$ cat src/rtl/aes_word_stream_port.sv
// aes_word_stream_port
// Responder for the AES controller's per-word streamer handshake. Single-word
// read (source) and write (sink) requests are latched independently and then
// executed one at a time on a shared 32-bit TCDM master port. Read words are
// handed to the engine on a valid/ready stream, and write words are taken from
// the engine on a valid/ready stream.

module aes_word_stream_port #(
    parameter int unsigned ADDR_WIDTH = 32,
    parameter int unsigned DATA_WIDTH = 32
) (
    input  logic                  clk,
    input  logic                  reset_n,
    input  logic                  clear,

    input  logic                  src_req_start_i,
    input  logic [ADDR_WIDTH-1:0] src_base_addr_i,
    output logic                  src_ready_start_o,
    output logic                  src_done_o,
    output logic [DATA_WIDTH-1:0] src_data_o,
    output logic                  src_valid_o,
    input  logic                  src_ready_i,

    input  logic                  snk_req_start_i,
    input  logic [ADDR_WIDTH-1:0] snk_base_addr_i,
    output logic                  snk_ready_start_o,
    output logic                  snk_done_o,
    input  logic [DATA_WIDTH-1:0] snk_data_i,
    input  logic                  snk_valid_i,
    output logic                  snk_ready_o,

    output logic                  tcdm_req_o,
    input  logic                  tcdm_gnt_i,
    output logic [ADDR_WIDTH-1:0] tcdm_add_o,
    output logic                  tcdm_wen_o,
    output logic [3:0]            tcdm_be_o,
    output logic [DATA_WIDTH-1:0] tcdm_data_o,
    input  logic [DATA_WIDTH-1:0] tcdm_r_data_i,
    input  logic                  tcdm_r_valid_i
);

    typedef enum logic [2:0] {
        ST_IDLE,
        ST_RD_REQ,
        ST_RD_WAIT,
        ST_RD_OUT,
        ST_WR_DATA,
        ST_WR_REQ
    } state_t;

    state_t                state_q, state_d;
    logic                  src_pend_q, src_pend_d;
    logic                  snk_pend_q, snk_pend_d;
    logic [ADDR_WIDTH-3:0] src_addr_q, src_addr_d;
    logic [ADDR_WIDTH-3:0] snk_addr_q, snk_addr_d;
    logic [DATA_WIDTH-1:0] data_q, data_d;
    logic                  src_done_q, src_done_d;
    logic                  snk_done_q, snk_done_d;

    logic                  src_accept;
    logic                  snk_accept;

    // Byte-offset bits of the base addresses are dropped: every access is a full word.
    logic                  unused_addr_bits;
    assign unused_addr_bits = ^{src_base_addr_i[1:0], snk_base_addr_i[1:0]};

    // A strobe only counts while its channel has nothing latched or in service.
    assign src_accept = src_req_start_i && !src_pend_q;
    assign snk_accept = snk_req_start_i && !snk_pend_q;

    // State register and request/data holding registers.
    always_ff @(posedge clk or negedge reset_n) begin
        if (!reset_n) begin
            state_q    <= ST_IDLE;
            src_pend_q <= 1'b0;
            snk_pend_q <= 1'b0;
            src_addr_q <= '0;
            snk_addr_q <= '0;
            data_q     <= '0;
            src_done_q <= 1'b0;
            snk_done_q <= 1'b0;
        end else begin
            state_q    <= state_d;
            src_pend_q <= src_pend_d;
            snk_pend_q <= snk_pend_d;
            src_addr_q <= src_addr_d;
            snk_addr_q <= snk_addr_d;
            data_q     <= data_d;
            src_done_q <= src_done_d;
            snk_done_q <= snk_done_d;
        end
    end

    // Next-state logic: request latching, transaction sequencing and done pulses.
    always_comb begin
        state_d    = state_q;
        src_pend_d = src_pend_q;
        snk_pend_d = snk_pend_q;
        src_addr_d = src_addr_q;
        snk_addr_d = snk_addr_q;
        data_d     = data_q;
        src_done_d = 1'b0;
        snk_done_d = 1'b0;

        if (clear) begin
            state_d    = ST_IDLE;
            src_pend_d = 1'b0;
            snk_pend_d = 1'b0;
            src_addr_d = '0;
            snk_addr_d = '0;
            data_d     = '0;
        end else begin
            if (src_accept) begin
                src_pend_d = 1'b1;
                src_addr_d = src_base_addr_i[ADDR_WIDTH-1:2];
            end
            if (snk_accept) begin
                snk_pend_d = 1'b1;
                snk_addr_d = snk_base_addr_i[ADDR_WIDTH-1:2];
            end

            unique case (state_q)
                ST_IDLE: begin
                    // A request accepted this cycle starts immediately; source wins ties.
                    if (src_pend_q || src_accept) begin
                        state_d = ST_RD_REQ;
                    end else if (snk_pend_q || snk_accept) begin
                        state_d = ST_WR_DATA;
                    end
                end
                ST_RD_REQ: begin
                    if (tcdm_gnt_i) begin
                        state_d = ST_RD_WAIT;
                    end
                end
                ST_RD_WAIT: begin
                    if (tcdm_r_valid_i) begin
                        data_d  = tcdm_r_data_i;
                        state_d = ST_RD_OUT;
                    end
                end
                ST_RD_OUT: begin
                    if (src_ready_i) begin
                        src_pend_d = 1'b0;
                        src_done_d = 1'b1;
                        state_d    = ST_IDLE;
                    end
                end
                ST_WR_DATA: begin
                    if (snk_valid_i) begin
                        data_d  = snk_data_i;
                        state_d = ST_WR_REQ;
                    end
                end
                ST_WR_REQ: begin
                    if (tcdm_gnt_i) begin
                        snk_pend_d = 1'b0;
                        snk_done_d = 1'b1;
                        state_d    = ST_IDLE;
                    end
                end
                default: begin
                    state_d = ST_IDLE;
                end
            endcase
        end
    end

    // Outputs depend on registered state only, so nothing combinational loops back to the engine.
    always_comb begin
        src_ready_start_o = !src_pend_q;
        snk_ready_start_o = !snk_pend_q;
        src_done_o        = src_done_q;
        snk_done_o        = snk_done_q;
        src_valid_o       = (state_q == ST_RD_OUT);
        src_data_o        = (state_q == ST_RD_OUT) ? data_q : '0;
        snk_ready_o       = (state_q == ST_WR_DATA);
        tcdm_req_o        = (state_q == ST_RD_REQ) || (state_q == ST_WR_REQ);
        tcdm_wen_o        = (state_q != ST_WR_REQ);
        tcdm_be_o         = 4'hF;
        tcdm_data_o       = (state_q == ST_WR_REQ) ? data_q : '0;
        tcdm_add_o        = '0;
        if (state_q == ST_RD_REQ) begin
            tcdm_add_o = {src_addr_q, 2'b00};
        end else if (state_q == ST_WR_REQ) begin
            tcdm_add_o = {snk_addr_q, 2'b00};
        end
    end

endmodule

$ cat config.mk
export PLATFORM = sky130hd
export DESIGN_NAME = aes_word_stream_port
export DESIGN_NICKNAME = d
export VERILOG_FILES = /design/src/rtl/aes_word_stream_port.sv
export SDC_FILE = /design/constraint.sdc
export NUM_CORES = 1
export LEC_CHECK = 0
export BUFFER_PORTS_ARGS = -buffer_cell sky130_fd_sc_hd__buf_2
export CAP_MARGIN = 20
export CORE_MARGIN = 2
export CORE_UTILIZATION = 40
export DETAILED_ROUTE_END_ITERATION = 7
export HOLD_SLACK_MARGIN = 0.05
export PLACE_DENSITY_LB_ADDON = 0.15
export SYNTH_ARGS = -nofsm -noshare
export SYNTH_HDL_FRONTEND = slang
export SYNTH_SLANG_ARGS = --single-unit
$ cat constraint.sdc
create_clock -name clk -period 2.1 [get_ports clk]
set_clock_uncertainty 0.15 [all_clocks]
set_input_delay 0.21 -clock clk [delete_from_list [all_inputs] [get_ports clk]]
set_output_delay 0.21 -clock clk [all_outputs]
set_load 0.01 [all_outputs]
==> flow_summary_export.csv, run 1 <==
group,metric,value,unit
place,placed_area,0.00632,mm^2
setup_path,cp_top_family,"flip-flops",
place,port_buffers,234,
global_routing,antenna_found_initial,0,
setup_path,cp_cell_sequence,"and3b_1 > buf_4 > and2_1 > buf_2",
global_routing,grt_pass1_wl,23700,um
timing,post-route-period-util,94.7,%
cts,path_clk_slew,0.07,ns
logic_synthesis,synth_edf_count,0,
hold_path,hold_depth,3,
detailed_routing,drc,0,
detailed_routing,drtIter0Drc,182,
place,dp_hpwl,10200,um
layout,nets,921,
timing,max_freq,503,MHz
detailed_routing,firstDrtPassIters,4,
logic_synthesis,synth_warnings,0,
logic_synthesis,ys_types,35,
logic_synthesis,ys_ff_latch,99,
die,die_y,116,um
die,io_pins,245,
timing,worst_pin_slew,0.969,ns
timing,fin_crit,1.99,ns
logic_synthesis,synth_area_per_cell,11.4,um^2
timing,grt_setup_unrepaired,"false",
cts,cts_tree,"yes",
setup_path,start_kind,"register",
die,die_x,116,um
setup_path,critPathRequiredTime,1.74,ns
logic_synthesis,syn_area,0.00499,mm^2
global_routing,grt_start_max_net_pins,41,
die,core_area,0.0121,mm^2
logic_synthesis,synthArstFlopShare,100,%
die,start_util,41.2,%
timing,fin_tns_setup,0,ns
timing,hold_viol_final,0,
detailed_routing,wirelength,15500,um
setup_path,reg2regPathDepth,4,
outcome,status,"finished, final reports clean",
die,rows,40,
cts,root_buffer,"clkbuf_16",
logic_synthesis,synthCells,439,
logic_synthesis,seq_area_frac_synth,49.7,%
global_routing,gr-total-overflow,0,
pwr,powerDensity,643,mW/mm^2
timing,whs,0.0474,ns
timing,final-max-slew-violation-count,0,
pwr,power,5040,uW
setup_path,path_buf_inv,2,
detailed_routing,avgRoutedWirePerCell,16.2,um
layout,drive_gt1_share,36.5,%
cts,cts_buffer_depth,2,
die,fp.dieArea,0.0134,mm^2
place,finalWeightedCongestion,0.750,
cts,insertion_delay,0.33,ns
cts,numCtsBuffers,9,
setup_path,worst-path-stages,4,
cts,htree_levels,3,
layout,syn2layout_area_growth,57.1,%
run,cap_viol_max_count,0,
setup_path,critPathKind,"register to primary output",
detailed_routing,ant_nets,0,
setup_path,critPathArrivalTime,1.63,ns
layout,design_area,0.00784,mm^2
global_routing,grt_use_total,22.4,%
cts,clock-sinks,99,
timing,setup_viol,0,
detailed_routing,viasPerCell,5.00,
global_routing,grt_pass1_vias,4913,
pwr,p_leak,0.00405,uW
hold_path,hold_class,"input pin to register",
logic_synthesis,synth_ff_type,"dfrtp_1",
pwr,vdd_drop_max,419,uV
detailed_routing,num_vias,4789,
setup_path,crit_fanout,20,
setup_path,cpPeakStageDelay,0.50,ns
setup_path,worst_setup_path_end_kind,"primary output",
setup_path,crit_slowest_cell,"dfrtp_2",
timing,relSlewSlack,35.4,%
-- cells by family (layout without fill, tap and decap cells) --
group / after synthesis / in the layout / synth area share, %
other: 2 / 7 / 0.151
DFF: 99 / 99 / 49.7
muxes: 63 / 63 / 12.7
and+or+nand+nor: 118 / 118 / 13.6
buffers and inverters: 53 / 399 / 5.97
AOI/OAI and AO/OA: 104 / 104 / 17.9
-- layout by cell type (no fill, tap or decap), drive strengths merged, types with 2 or more instances in the layout --
| master | n |
|---|---|
| conb | 6 |
| nor2 | 34 |
| and3 | 32 |
| mux2i | 62 |
| clkbuf | 9 |
| dlygate4sd3 | 118 |
| nand2 | 3 |
| o2bb2ai | 32 |
| buf | 261 |
| nor3b | 4 |
| a21oi | 3 |
| nor3 | 2 |
| dfrtp | 99 |
| nand2b | 3 |
| a22o | 60 |
| clkinv | 2 |
| and2 | 32 |
| and4bb | 2 |
| inv | 7 |
| and3b | 3 |
-- metal layers --
| layer | vias up | GRT usage [%] | routed length [um] |
|---|---|---|---|
| met4 | 0 | 8.73 | 391 |
| met1 | 2272 | 27.5 | 6440 |
| met5 | - | 0 | 0 |
| met2 | 198 | 38.5 | 7680 |
| met3 | 32 | 4.81 | 1030 |
| li1 | 2287 | - | - |
-- flip-flops by register name, summed over array words and instances (netlist names) --
name / count
data_q: 32
src_done_o: 1
snk_done_o: 1
snk_addr_q: 30
state_q: 3
src_pend_q: 1
snk_pend_q: 1
src_addr_q: 30
-- power breakdown --
group	switching [uW]	total (uW)	internal, uW	leakage [uW]
logic	629	1240	612	0.00256
registers	112	2150	2040	0.00134
clock network	716	1650	932	0.000147
total	1460	5040	3580	0.00405
-- Yosys cell counts (2+ instances only) --
cell type / instances / area [um^2]
buf_4: 9 / 67.6
inv_1: 4 / 15.0
clkbuf_1: 24 / 90.1
a21oi_1: 3 / 15.0
dfrtp_1: 99 / 2480
and3_1: 32 / 200
nor2_1: 34 / 128
a22o_1: 60 / 526
and3b_1: 3 / 26.3
and4bb_1: 2 / 25.0
o2bb2ai_1: 32 / 280
buf_2: 13 / 65.1
nor3b_1: 3 / 22.5
buf_12: 3 / 60.1
conb_1: 2 / 7.51
nand2_1: 3 / 11.3
nand2b_1: 3 / 18.8
mux2i_1: 62 / 621
and2_1: 32 / 200
-- final cells by class --
cell class	count	area, um^2
timing repair buffer	379	2570
tap	168	210
multi-input combinational	291	2260
clock inverter	7	73.8
fill	983	4280
clock buffer	9	225
antenna	1	2.50
sequential	99	2480
inverter	4	15.0
-- worst reg2reg max path, cell delays in order, from the launching register on --
cell	delay (ns)
dfrtp_1	0.41
inv_1	0.08
a21oi_2	0.74
buf_4	0.34
a22o_1	0.16
-- worst paths after layout --
path	startpoint	to	slack (ns)
hold / removal	tcdm_r_data_i[25]	data_q[25]	0.05
max in group asynchronous	reset_n	snk_addr_q[11]	0.86
min in group asynchronous	reset_n	data_q[5]	0.23
setup reg to reg	src_pend_q	src_addr_q[22]	0.15
hold reg to reg	data_q[20]	data_q[20]	0.35
setup / recovery	state_q[2]	src_data_o[2]	0.11
-- repair_timing --
item	in CTS	in global routing
setup buffers	0	4
gates resized for setup	0	3
hold buffers	118	0
hold endpoints to repair	129	0
endpoints found under the setup margin	0	94
-- metrics by stage --
step	util, %	cells	setup slack, ns
2_1_floorplan	-	443	0.515
3_3_place_gp	52.2	819	0.218
3_5_place_dp	52.2	819	0.175
6_report	64.7	958	0.111
4_1_cts	64.4	953	0.000882
5_1_grt	64.7	957	0.00525
Power figures use the tool's default switching activity.
==> run 2: changes to the inputs <==
Settings changed: CORE_UTILIZATION 40 to 35.
==> flow_summary_export.csv, run 2 (synthesis gave the netlist of run 1 again) <==
group,metric,value,unit
outcome,status,"finished, final reports clean",
detailed_routing,ant_nets,0,
timing,max_freq,511,MHz
setup_path,path_buf_inv,3,
layout,nets,918,
global_routing,grt_pass1_wl,24300,um
timing,worst_pin_slew,0.835,ns
setup_path,cp_top_family,"buffers and inverters",
timing,hold_viol_final,0,
timing,grt_setup_unrepaired,"false",
detailed_routing,viasPerCell,4.93,
detailed_routing,firstDrtPassIters,4,
global_routing,grt_pass1_vias,4896,
layout,final_cell_mix,"buf_2, dlygate4sd3_1, dfrtp_1",
die,core_area,0.0139,mm^2
hold_path,hold_end,"data_q[16]",
die,start_util,35.9,%
hold_path,hold_depth,3,
die,die_x,123,um
detailed_routing,drc,0,
layout,drive_gt1_share,35.9,%
timing,fin_tns_setup,0,ns
setup_path,cp_cell_sequence,"buf_4 > and3b_1 > buf_4 > and2_1 > buf_2",
layout,instances_no_fill,967,
cts,numCtsBuffers,9,
setup_path,reg2reg_from,"snk_pend_q",
setup_path,critPathRequiredTime,1.74,ns
hold_path,hp-start,"snk_data_i[16]",
setup_path,reg2reg_to,"snk_addr_q[4]",
setup_path,startpoint,"state_q[1]",
die,die_y,123,um
layout,layout_commonest_cell,"buf_2",
pwr,p_leak,0.00406,uW
cts,post_cts_buffers,0,
cts,insertion_delay,0.34,ns
pwr,vdd_drop_max,295,uV
cts,path_clk_slew,0.07,ns
cts,clock-sinks,99,
global_routing,antenna_found_initial,3,
detailed_routing,wirelength,15900,um
setup_path,crit_fanout,20,
setup_path,cpMostUsedCell,"buf_4",
pwr,powerDensity,672,mW/mm^2
setup_path,reg2regPathDepth,4,
die,rows,43,
place,dp.cells,830,
place,dp_worst_setup_slack,0.287,ns
layout,largest_reg_flops,32,
setup_path,critPathArrivalTime,1.60,ns
detailed_routing,avgRoutedWirePerCell,16.4,um
timing,setup_viol,0,
setup_path,reg2reg_setup_slack,0.29,ns
run,cap_viol_max_count,0,
setup_path,crit_slowest_cell,"dfrtp_1",
cts,cts_buffer_depth,2,
cts,root_buffer,"clkbuf_16",
timing,relSlewSlack,44.4,%
timing,final-max-slew-violation-count,0,
detailed_routing,drtIter0Drc,207,
place,dp_hpwl,10400,um
setup_path,cpPeakStageDelay,0.37,ns
setup_path,worst_setup_path_end_kind,"primary output",
global_routing,grt_use_total,20.5,%
die,io_pins,245,
cts,cts_tree,"yes",
global_routing,grt_start_max_net_pins,37,
layout,design_area,0.00791,mm^2
detailed_routing,num_vias,4766,
setup_path,start_kind,"register",
layout,top_regs,"data_q: 32 flops, snk_addr_q: 30 flops, src_addr_q: 30 flops",
place,finalWeightedCongestion,0.782,
timing,setup_slack,0.144,ns
global_routing,gr-total-overflow,0,
setup_path,critPathKind,"register to primary output",
hold_path,hold_class,"input pin to register",
place,port_buffers,234,
timing,post-route-period-util,93.2,%
cts,htree_levels,3,
die,fp.dieArea,0.0152,mm^2
layout,syn2layout_area_growth,58.6,%
layout,top_register,"data_q",
timing,fin_crit,1.96,ns
place,placed_area,0.00635,mm^2
-- run 2: area by class of cell --
class                      instances  area [um^2]
antenna                            1         2.50
multi-input combinational        291         2260
sequential                        99         2480
clock buffer                       9          225
timing repair buffer             376         2580
tap                              180          225
inverter                           4         15.0
fill                            1156         5970
clock inverter                     7          124
-- run 2: routing by layer --
| layer | routed length [um] | vias to the layer above | global-route usage, % | part of all wire [%] |
|---|---|---|---|---|
| li1 | - | 2286 | - | - |
| met1 | 6540 | 2248 | 24.2 | 41 |
| met2 | 7930 | 194 | 36.0 | 50 |
| met3 | 1040 | 34 | 4.52 | 6.5 |
| met4 | 347 | 4 | 8.38 | 2.2 |
| met5 | 23 | - | 0 | 0.14 |
-- run 2: how the worst max path moves through the flow --
stage                                 end  cells past startpoint
after floorplan           tcdm_data_o[22]                      4
after CTS                  tcdm_add_o[31]                      4
final                      src_data_o[14]                      5
after detailed placement    snk_addr_q[2]                      4
after global routing      tcdm_data_o[17]                      5
after global placement      snk_addr_q[5]                      4
-- run 2: what timing repair did --
item                                   4_1_cts  5_1_grt
gates resized for setup                      0        2
setup endpoints to repair                    0       44
endpoints found under the hold margin      159        0
hold buffers                               120        0
-- run 2: power by group --
part           switching [uW]  internal [uW]  leakage (uW)
Sequential                100           2040       0.00134
Combinational             644            609       0.00255
Clock                     749           1180      0.000167
-- run 2: per-stage QoR --
stage / total power (uW) / hold WS (ns) / util [%]
6_report: 5320 / 0.0562 / 57.0
5_1_grt: 5580 / 0.0718 / 57.0
4_1_cts: 5360 / 0.0524 / 56.9
3_5_place_dp: 3250 / 0.0299 / 45.8
3_3_place_gp: 3220 / 0.0212 / 45.8
2_1_floorplan: 2830 / -0.236 / -
-- run 2: worst register-to-register path, cell delays in order (launching register included) --
cell	delay (ns)
dfrtp_1	0.36
inv_1	0.06
a21oi_2	0.64
buf_4	0.36
a22o_1	0.18
